[src/rtl/fft_ctrl_pkg.sv]
// fft_ctrl_pkg: shared types and constants for FFT stage sequencers.
// Holds the stage FSM encoding and the rotator phase width.
package fft_ctrl_pkg;

  localparam int PHI_W    = 6;
  localparam int NMAX_LOG = 7;

  typedef enum logic [1:0] {
    IDLE  = 2'd0,
    PRIME = 2'd1,
    RUN   = 2'd2
  } state_t;

endpackage

[src/rtl/twiddle_phase_gen.sv]
// twiddle_phase_gen: maps in-block index to rotator phase.
// First half rotates by j*pi/L, second half passes unrotated.
module twiddle_phase_gen
  import fft_ctrl_pkg::*;
#(
  parameter int STAGE_LOG = 6
) (
  input  logic                 half,
  input  logic [STAGE_LOG-1:0] j,
  output logic [PHI_W-1:0]     phi,
  output logic                 rot_en
);

  // phase word in units of pi/64, scaled from the block index
  always_comb begin
    phi    = '0;
    rot_en = 1'b0;
    if (!half) begin
      rot_en = 1'b1;
      phi    = PHI_W'(j) << (PHI_W - STAGE_LOG);
    end
  end

endmodule

[src/rtl/r2sdf_stage_ctrl.sv]
// r2sdf_stage_ctrl: sequencer for one R2SDF FFT stage.
// Sample counter, prime/run FSM and registered stage controls.
module r2sdf_stage_ctrl
  import fft_ctrl_pkg::*;
#(
  parameter int STAGE_LOG = 6,
  parameter int N_LOG     = 7
) (
  input  logic             clk,
  input  logic             rst_n,
  input  logic             in_valid,
  input  logic             in_sop,
  output logic             dly_en,
  output logic             bf_mode,
  output logic             rot_en,
  output logic [PHI_W-1:0] phi,
  output logic             out_valid,
  output logic             out_sop,
  output logic             sync_err
);

  localparam logic [N_LOG-1:0] CNT_L =
    N_LOG'(1) << STAGE_LOG;
  localparam logic [STAGE_LOG-1:0] J_LAST = '1;

  state_t               state;
  state_t               state_nx;
  logic [N_LOG-1:0]     cnt;
  logic [N_LOG-1:0]     cnt_nx;
  logic [N_LOG-1:0]     ecnt;
  logic [STAGE_LOG-1:0] j;
  logic                 half;
  logic                 sop_v;
  logic                 take;
  logic                 resync;
  logic [PHI_W-1:0]     phi_nx;
  logic                 rot_nx;
  logic                 ov_nx;
  logic                 os_nx;
  logic                 se_nx;

  assign dly_en = in_valid;
  assign sop_v  = in_valid & in_sop;
  assign ecnt   = sop_v ? '0 : cnt;
  assign half   = ecnt[STAGE_LOG];
  assign j      = ecnt[STAGE_LOG-1:0];
  assign take   = in_valid & ((state != IDLE) | in_sop);
  assign resync = sop_v & (state != IDLE) & (cnt != '0);

  twiddle_phase_gen #(
    .STAGE_LOG(STAGE_LOG)
  ) u_tw (
    .half  (half),
    .j     (j),
    .phi   (phi_nx),
    .rot_en(rot_nx)
  );

  // next state, next count and per-sample output flags
  always_comb begin
    state_nx = state;
    cnt_nx   = cnt;
    ov_nx    = 1'b0;
    os_nx    = 1'b0;
    se_nx    = 1'b0;
    if (take) cnt_nx = ecnt + N_LOG'(1);
    unique case (state)
      IDLE: begin
        if (sop_v) state_nx = PRIME;
      end
      PRIME: begin
        if (resync) begin
          se_nx = 1'b1;
        end else if (in_valid && j == J_LAST) begin
          state_nx = RUN;
        end
      end
      RUN: begin
        if (resync) begin
          se_nx    = 1'b1;
          state_nx = PRIME;
        end else if (in_valid) begin
          ov_nx = 1'b1;
          os_nx = (ecnt == CNT_L);
        end
      end
      default: state_nx = IDLE;
    endcase
  end

  // state and counter registers
  always_ff @(posedge clk or negedge rst_n) begin
    if (!rst_n) begin
      state <= IDLE;
      cnt   <= '0;
    end else begin
      state <= state_nx;
      cnt   <= cnt_nx;
    end
  end

  // stage controls, held across stalls
  always_ff @(posedge clk or negedge rst_n) begin
    if (!rst_n) begin
      bf_mode   <= 1'b0;
      rot_en    <= 1'b0;
      phi       <= '0;
      out_valid <= 1'b0;
      out_sop   <= 1'b0;
      sync_err  <= 1'b0;
    end else begin
      out_valid <= ov_nx;
      out_sop   <= os_nx;
      sync_err  <= se_nx;
      if (take) begin
        bf_mode <= half;
        rot_en  <= rot_nx;
        phi     <= phi_nx;
      end
    end
  end

endmodule

[config.mk]
export PLATFORM = sky130hd
export DESIGN_NAME = r2sdf_stage_ctrl
export DESIGN_NICKNAME = d
export VERILOG_FILES = /design/src/rtl/fft_ctrl_pkg.sv /design/src/rtl/twiddle_phase_gen.sv /design/src/rtl/r2sdf_stage_ctrl.sv
export SDC_FILE = /design/constraint.sdc
export NUM_CORES = 1
export LEC_CHECK = 0
export BUFFER_PORTS_ARGS = -buffer_cell sky130_fd_sc_hd__buf_2
export CORE_ASPECT_RATIO = 1.2
export CORE_MARGIN = 2
export CORE_UTILIZATION = 35
export DETAILED_ROUTE_END_ITERATION = 8
export PLACE_DENSITY = 0.58
export SKIP_CTS_REPAIR_TIMING = 1
export SLEW_MARGIN = 30
export SYNTH_ARGS = -nofsm -noshare
export SYNTH_HDL_FRONTEND = slang
export SYNTH_SLANG_ARGS = --single-unit
export TNS_END_PERCENT = 50
[constraint.sdc]
create_clock -name clk -period 3.2 [get_ports clk]
set_input_delay 0.96 -clock clk [delete_from_list [all_inputs] [get_ports clk]]
set_output_delay 0.96 -clock clk [all_outputs]
set_load 0.005 [all_outputs]
==> results by group, run 1 <==
Route
  • Routed length per instance: 13.9 microns
  • DRT iter0 DRCs: 8
  • DRC errors left: 0
  • Via Count: 756
  • Final wirelength: 1980 microns
  • DR pass1 iterations: 4
  • Drt via density: 5.29
  • Post-DRT Antenna Nets: 0

Cells and area
  • Fraction of layout cells with a size suffix above 1: 23.9%
  • Antenna fix cells: 0
  • Final instance area: 1190 sq um
  • Nets: 120
  • Area delta synth->final: 13.2%
  • Final instance count without filler cells: 143
  • Finished Core Util: 42.0%

Setup path
  • Cell with the largest stage delay on the worst path: buf_2
  • Kind of critical path: in2out
  • CP Max Fanout: 11
  • CP Capture Type: primary output
  • CP most frequent cell: buf_2
  • Worst path top cell family by delay: buffers and inverters
  • Worst endpoint required time: 2.24 ns
  • Max stage delay on crit path: 0.18 ns
  • CP Launch Type: primary input
  • CP bufs+invs: 2
  • Critical path arrival: 1.29 ns
  • Worst-path cell chain: buf_2 -> buf_2

Die
  • Core area: 2840 sq um
  • FP Rows: 21
  • Chip width: 54.1 microns
  • Chip Height: 64.1 microns
  • Initial Util: 37.1%
  • IO Count: 16
  • Die area: 3470 sq um

Logic synthesis
  • FF+latch count, synth: 20
  • Mapped Cells: 96
  • Post-Syn Area: 1050 sq um
  • Synth Flop Type: dfrtp_1
  • Avg Synthesized Cell Area: 11.0 sq um
  • Cell variety after synth: 31
  • Post-synth EDFFs: 0
  • Area leader, netlist: dfrtp_1
  • Register area share after synthesis: 47.5%
  • Post-synth top area share: 47.5%
  • Async set-reset flop share out of synthesis: 100%
  • Synth top area cells: dfrtp_1, ha_1, o2bb2ai_1
  • Syn Nets: 106
  • Yosys warns: 0

CTS
  • CTS tree: yes
  • TritonCTS buffer count: 3
  • H-tree Lvls: 1
  • Reg clk slew, reported paths: 0.13 ns
  • Worst-skew pair later-pin latency: 0.31 ns
  • CTS Buffer Depth: 2
  • CTS Sinks: 20
  • Root buf cell: clkbuf_4

Timing
  • Setup_tns: 0 ns
  • RSZ-0062 raised after global routing: false
  • Clock Skew: 0.0189 ns
  • Final Critical Period: 2.25 ns
  • Peak Freq: 444 MHz
  • Final Hold Fails: 0
  • Pins Over Slew Limit: 0
  • WHS: 0.528 ns
  • # setup viols final: 0
  • Period utilization: 70.4%
  • Slew @ Worst Pin: 0.508 ns
  • Setup ws final: 0.948 ns
  • Slew Limit Headroom: 66.2%

Pwr
  • Pwr/cell area: 537 nW/um^2
  • Worst vdd ir: 0.299 mV
  • Leakage: 0.540 nW
  • Overall power: 0.640 mW

Global route
  • Gr ovfl total: 0
  • First-pass GRT wire length: 3450 microns
  • Antenna violations before repair: 0
  • Total track usage: 13.7%
  • Largest net degree at the start of global routing: 21
  • Vias in the first global route: 747

Outcome
  • Status: complete, no violations

Placement
  • Post-Place Cells: 139
  • DP Worst Slack: 0.900 ns
  • DP HPWL: 1430 microns
  • Routability cong.: 0.767
  • Cell Area, Placed: 1140 sq um
  • Port-buffer cells: 15

Min path
  • Hold Crit Class: reg2reg

Flow run
  • Max_cap viols: 0
[final cells by class]
class                   count  area (sq um)
flip-flops and latches     20           500
well taps                  34          42.5
clock buffers               3          22.5
multi-input cells          65           503
inverters                   5          18.8
fillers                   289          1650
repair buffers             15          75.1
clock inverters             1          30.0
[cell families after synthesis]
kind of cell | Yosys count | synth area share (%)
mux | 4 | 4.39
xor+xnor | 4 | 3.33
flops | 20 | 47.5
fa+ha+maj | 6 | 7.13
simple gates | 23 | 12.0
buf+inv | 11 | 4.75
compound gates | 28 | 20.9
[metal layers]
metal / share of wire (%) / global-route usage [%] / wire length, microns / vias up
met5: 0 / 0 / 0 / -
met4: 1.6 / 6.56 / 32 / 0
met3: 4.0 / 2.80 / 79 / 4
met2: 47 / 20.7 / 934 / 11
met1: 47 / 18.2 / 934 / 365
li1: - / - / - / 376
[cell usage after synthesis, types with 2 or more instances]
cell type	n
dfrtp_1	20
o2bb2ai_1	8
a22oi_1	7
ha_1	6
nand2_1	6
nor3_1	6
a21oi_1	5
inv_1	4
nor2_1	4
xnor2_1	4
clkbuf_1	3
buf_4	2
mux2i_1	2
o22a_1	2
[power by group]
group	internal [mW]	switching (mW)	leakage [nW]
clock network	0.127	0.0817	0.0279
registers	0.282	0.0436	0.258
logic	0.0517	0.0543	0.254
[flip-flops by register name, summed over array words and instances (netlist names)]
name / cells
sync_err: 1
cnt: 7
out_valid: 1
bf_mode: 1
out_sop: 1
state: 2
rot_en: 1
phi: 6
[cells in the final DEF (no fill, tap or decap), drive strengths merged]
cell,synthesis,layout
dfrtp,20,20
buf,3,15
o2bb2ai,8,8
a22oi,7,7
nand2,6,6
nor3,6,6
ha,6,6
a21oi,5,5
inv,5,5
nor2,4,4
xnor2,4,4
clkbuf,3,3
mux2i,2,2
o22a,2,2
o21ai,2,2
mux2,2,2
nor4,1,1
a211oi,1,1
and2,1,1
nand4,1,1
nand2b,1,1
o21bai,1,1
nand4b,1,1
nand3,1,1
o31ai,1,1
a2bb2oi,1,1
nand3b,1,1
bufinv,0,1
[path summary, 6_finish.rpt]
path,start,to,slack (ns),cells past startpoint
worst max-delay path,in_valid,dly_en,0.95,2
worst min-delay path,phi[2],phi[2],0.53,1
worst max register to register,state[0],phi[3],1.31,6
worst min register to register,phi[2],phi[2],0.53,1
max in group asynchronous,rst_n,sync_err,2.32,1
min in group asynchronous,rst_n,phi[1],0.56,1
Note: power is estimated with default switching activity, not from simulation.
==> run 2, diff against run 1 <==
Clock period 3.2 ns to 2.3 ns, I/O delays scaled along.
==> run 2 against run 1 <==
  * Sequential power rose by 39%
  * Final cell count did not move
  * First-iteration DRC count rose by 140%
  * Critical endpoint is now phi[3]
  * Die area did not move
  * Register-to-register slack got worse by 0.93 ns
  * Critical path depth rose by 4
  * Non-clock buffer count did not move
  * Cell area fell by 1.4%
  * Flip-flop and latch count did not move
  * Via count rose by 5.8%
  * Clock power fell by 3%
  * Clock skew fell by 0.0077 ns
==> results by group, run 2 (synthesis results as in run 1) <==
Setup path
  • Kind of critical path: reg2reg
  • CP Launch Type: register
  • Max stage delay on crit path: 0.43 ns (+0.25 ns)
  • Critical path arrival: 2.15 ns (+0.86 ns)
  • CP Capture Type: register
  • Worst-path cell chain: inv_1 -> ha_1 -> nand2b_1 -> nor2_1 -> a22oi_1 -> o2bb2ai_1
  • Cell with the largest stage delay on the worst path: dfrtp_1
  • CP Max Fanout: 15 (+4)
  • Reg2Reg Depth: 6 (unchanged)
  • Worst endpoint required time: 2.52 ns (+0.28 ns)

Cells and area
  • Register area: 500 sq um (unchanged)
  • Biggest register: cnt
  • Finished Core Util: 41.4% (-0.57 points)
  • Biggest regs: cnt (7), phi (6), state (2)
  • Area delta synth->final: 11.6%
  • Most frequent cells in the layout: dfrtp_1, buf_2, o2bb2ai_1
  • Fraction of layout cells with a size suffix above 1: 23.9% (unchanged)
  • Final instance area: 1180 sq um (-1.4%)
  • Max reg flops: 7 (unchanged)
  • FILL cells: 288 (-0.35%)
  • Antenna fix cells: 0 (unchanged)
  • Multi-input logic area: 503 sq um (unchanged)
  • Nets: 120 (unchanged)
  • Commonest non-fill, non-tap cell in the layout: dfrtp_1

Placement
  • Port-buffer cells: 15 (unchanged)
  • DP HPWL: 1460 microns (+1.8%)
  • Routability cong.: 0.765 (-0.21%)
  • DP Worst Slack: 0.263 ns (-0.637 ns)
  • Cell Area, Placed: 1140 sq um (unchanged)

Pwr
  • Leakage: 0.533 nW (-1.3%)
  • Overall power: 0.801 mW (+25%)
  • Pwr/cell area: 681 nW/um^2 (+27%)
  • Worst vdd ir: 0.303 mV (+1.4%)

Route
  • Drt via density: 5.59 (+5.8%)
  • Post-DRT Antenna Nets: 0 (unchanged)
  • Via Count: 800 (+5.8%)
  • Final wirelength: 2010 microns (+1.6%)
  • DR pass1 iterations: 4 (unchanged)
  • DRC errors left: 0 (unchanged)
  • DRT iter0 DRCs: 19 (+11)
  • Routed length per instance: 14.1 microns (+1.6%)

Timing
  • Final Critical Period: 1.92 ns
  • Pins Over Slew Limit: 0 (unchanged)
  • RSZ-0062 raised after global routing: false
  • Period utilization: 83.6%
  • # setup viols final: 0 (unchanged)
  • Clock Skew: 0.0112 ns (-0.00774 ns)
  • Setup ws final: 0.376 ns (-0.572 ns)
  • Setup_tns: 0 ns (unchanged)
  • Peak Freq: 520 MHz
  • Slew @ Worst Pin: 0.532 ns (+0.0245 ns)
  • Final Hold Fails: 0 (unchanged)
  • Slew Limit Headroom: 64.5% (-1.6 points)

Global route
  • Largest net degree at the start of global routing: 21 (unchanged)
  • Vias in the first global route: 769 (+2.9%)
  • Antenna violations before repair: 0 (unchanged)
  • Gr ovfl total: 0 (unchanged)
  • Total track usage: 14.0% (+0.31 points)
  • First-pass GRT wire length: 3590 microns (+4.0%)

CTS
  • H-tree Lvls: 1 (unchanged)
  • CTS Sinks: 20 (unchanged)
  • Root buf cell: clkbuf_4
  • CTS tree: yes
  • TritonCTS buffer count: 3 (unchanged)
  • CTS Buffer Depth: 2 (unchanged)
  • Reg clk slew, reported paths: 0.12 ns (about the same)
  • Worst-skew pair later-pin latency: 0.30 ns (about the same)

Die
  • Chip width: 54.1 microns (unchanged)
  • Initial Util: 37.1% (unchanged)
  • Die area: 3470 sq um (unchanged)
  • Chip Height: 64.1 microns (unchanged)
  • Core area: 2840 sq um (unchanged)
  • IO Count: 16 (unchanged)
  • FP Rows: 21 (unchanged)

Outcome
  • Status: complete, no violations

Min path
  • Hold Crit Class: in2async

Flow run
  • Max_cap viols: 0 (unchanged)
## run 2: layout make-up
class	count	area share [%]
Inverter	5	1.60
Sequential cell	20	42.6
Multi-Input combinational cell	65	42.8
Tap cell	34	3.62
Timing Repair Buffer	15	6.38
Clock buffer	4	3.09
## run 2: path summary, 6_finish.rpt
check / endpoint / startpoint / slack [ns]
min in group clk: phi[1] / phi[1] / 0.52
min: cnt[0] / rst_n / 0.31
min reg2reg: phi[1] / phi[1] / 0.52
max: phi[3] / state[1] / 0.38
max in group asynchronous: state[0] / rst_n / 1.67
max reg2reg: phi[3] / state[1] / 0.38
## run 2: per-layer routing
layer | vias up | track usage [%] | wire (microns)
met1 | 399 | 19.3 | 923
li1 | 377 | - | -
met5 | - | 0 | 0
met3 | 6 | 2.80 | 79
met4 | 0 | 6.56 | 53
met2 | 18 | 20.7 | 957
## run 2: worst max-delay path: cells and delay by family, from the launching register on
kind | cells | cell delay, ns
buffers and inverters | 1 | 0.11
adders and majority gates | 1 | 0.38
DFF | 1 | 0.43
and+or+nand+nor | 2 | 0.65
AOI/OAI and AO/OA | 2 | 0.28
## run 2: per-stage QoR
stage          hold WS (ns)  std cells
2_1_floorplan         0.394         96
3_3_place_gp          0.491        139
3_5_place_dp          0.502        139
4_1_cts               0.331        143
5_1_grt               0.331        143
6_report              0.313        143
## run 2: power by group
group / internal [mW] / switching, mW
Sequential: 0.392 / 0.0601
Clock: 0.0965 / 0.105
Combinational: 0.0715 / 0.0756
Total: 0.560 / 0.241
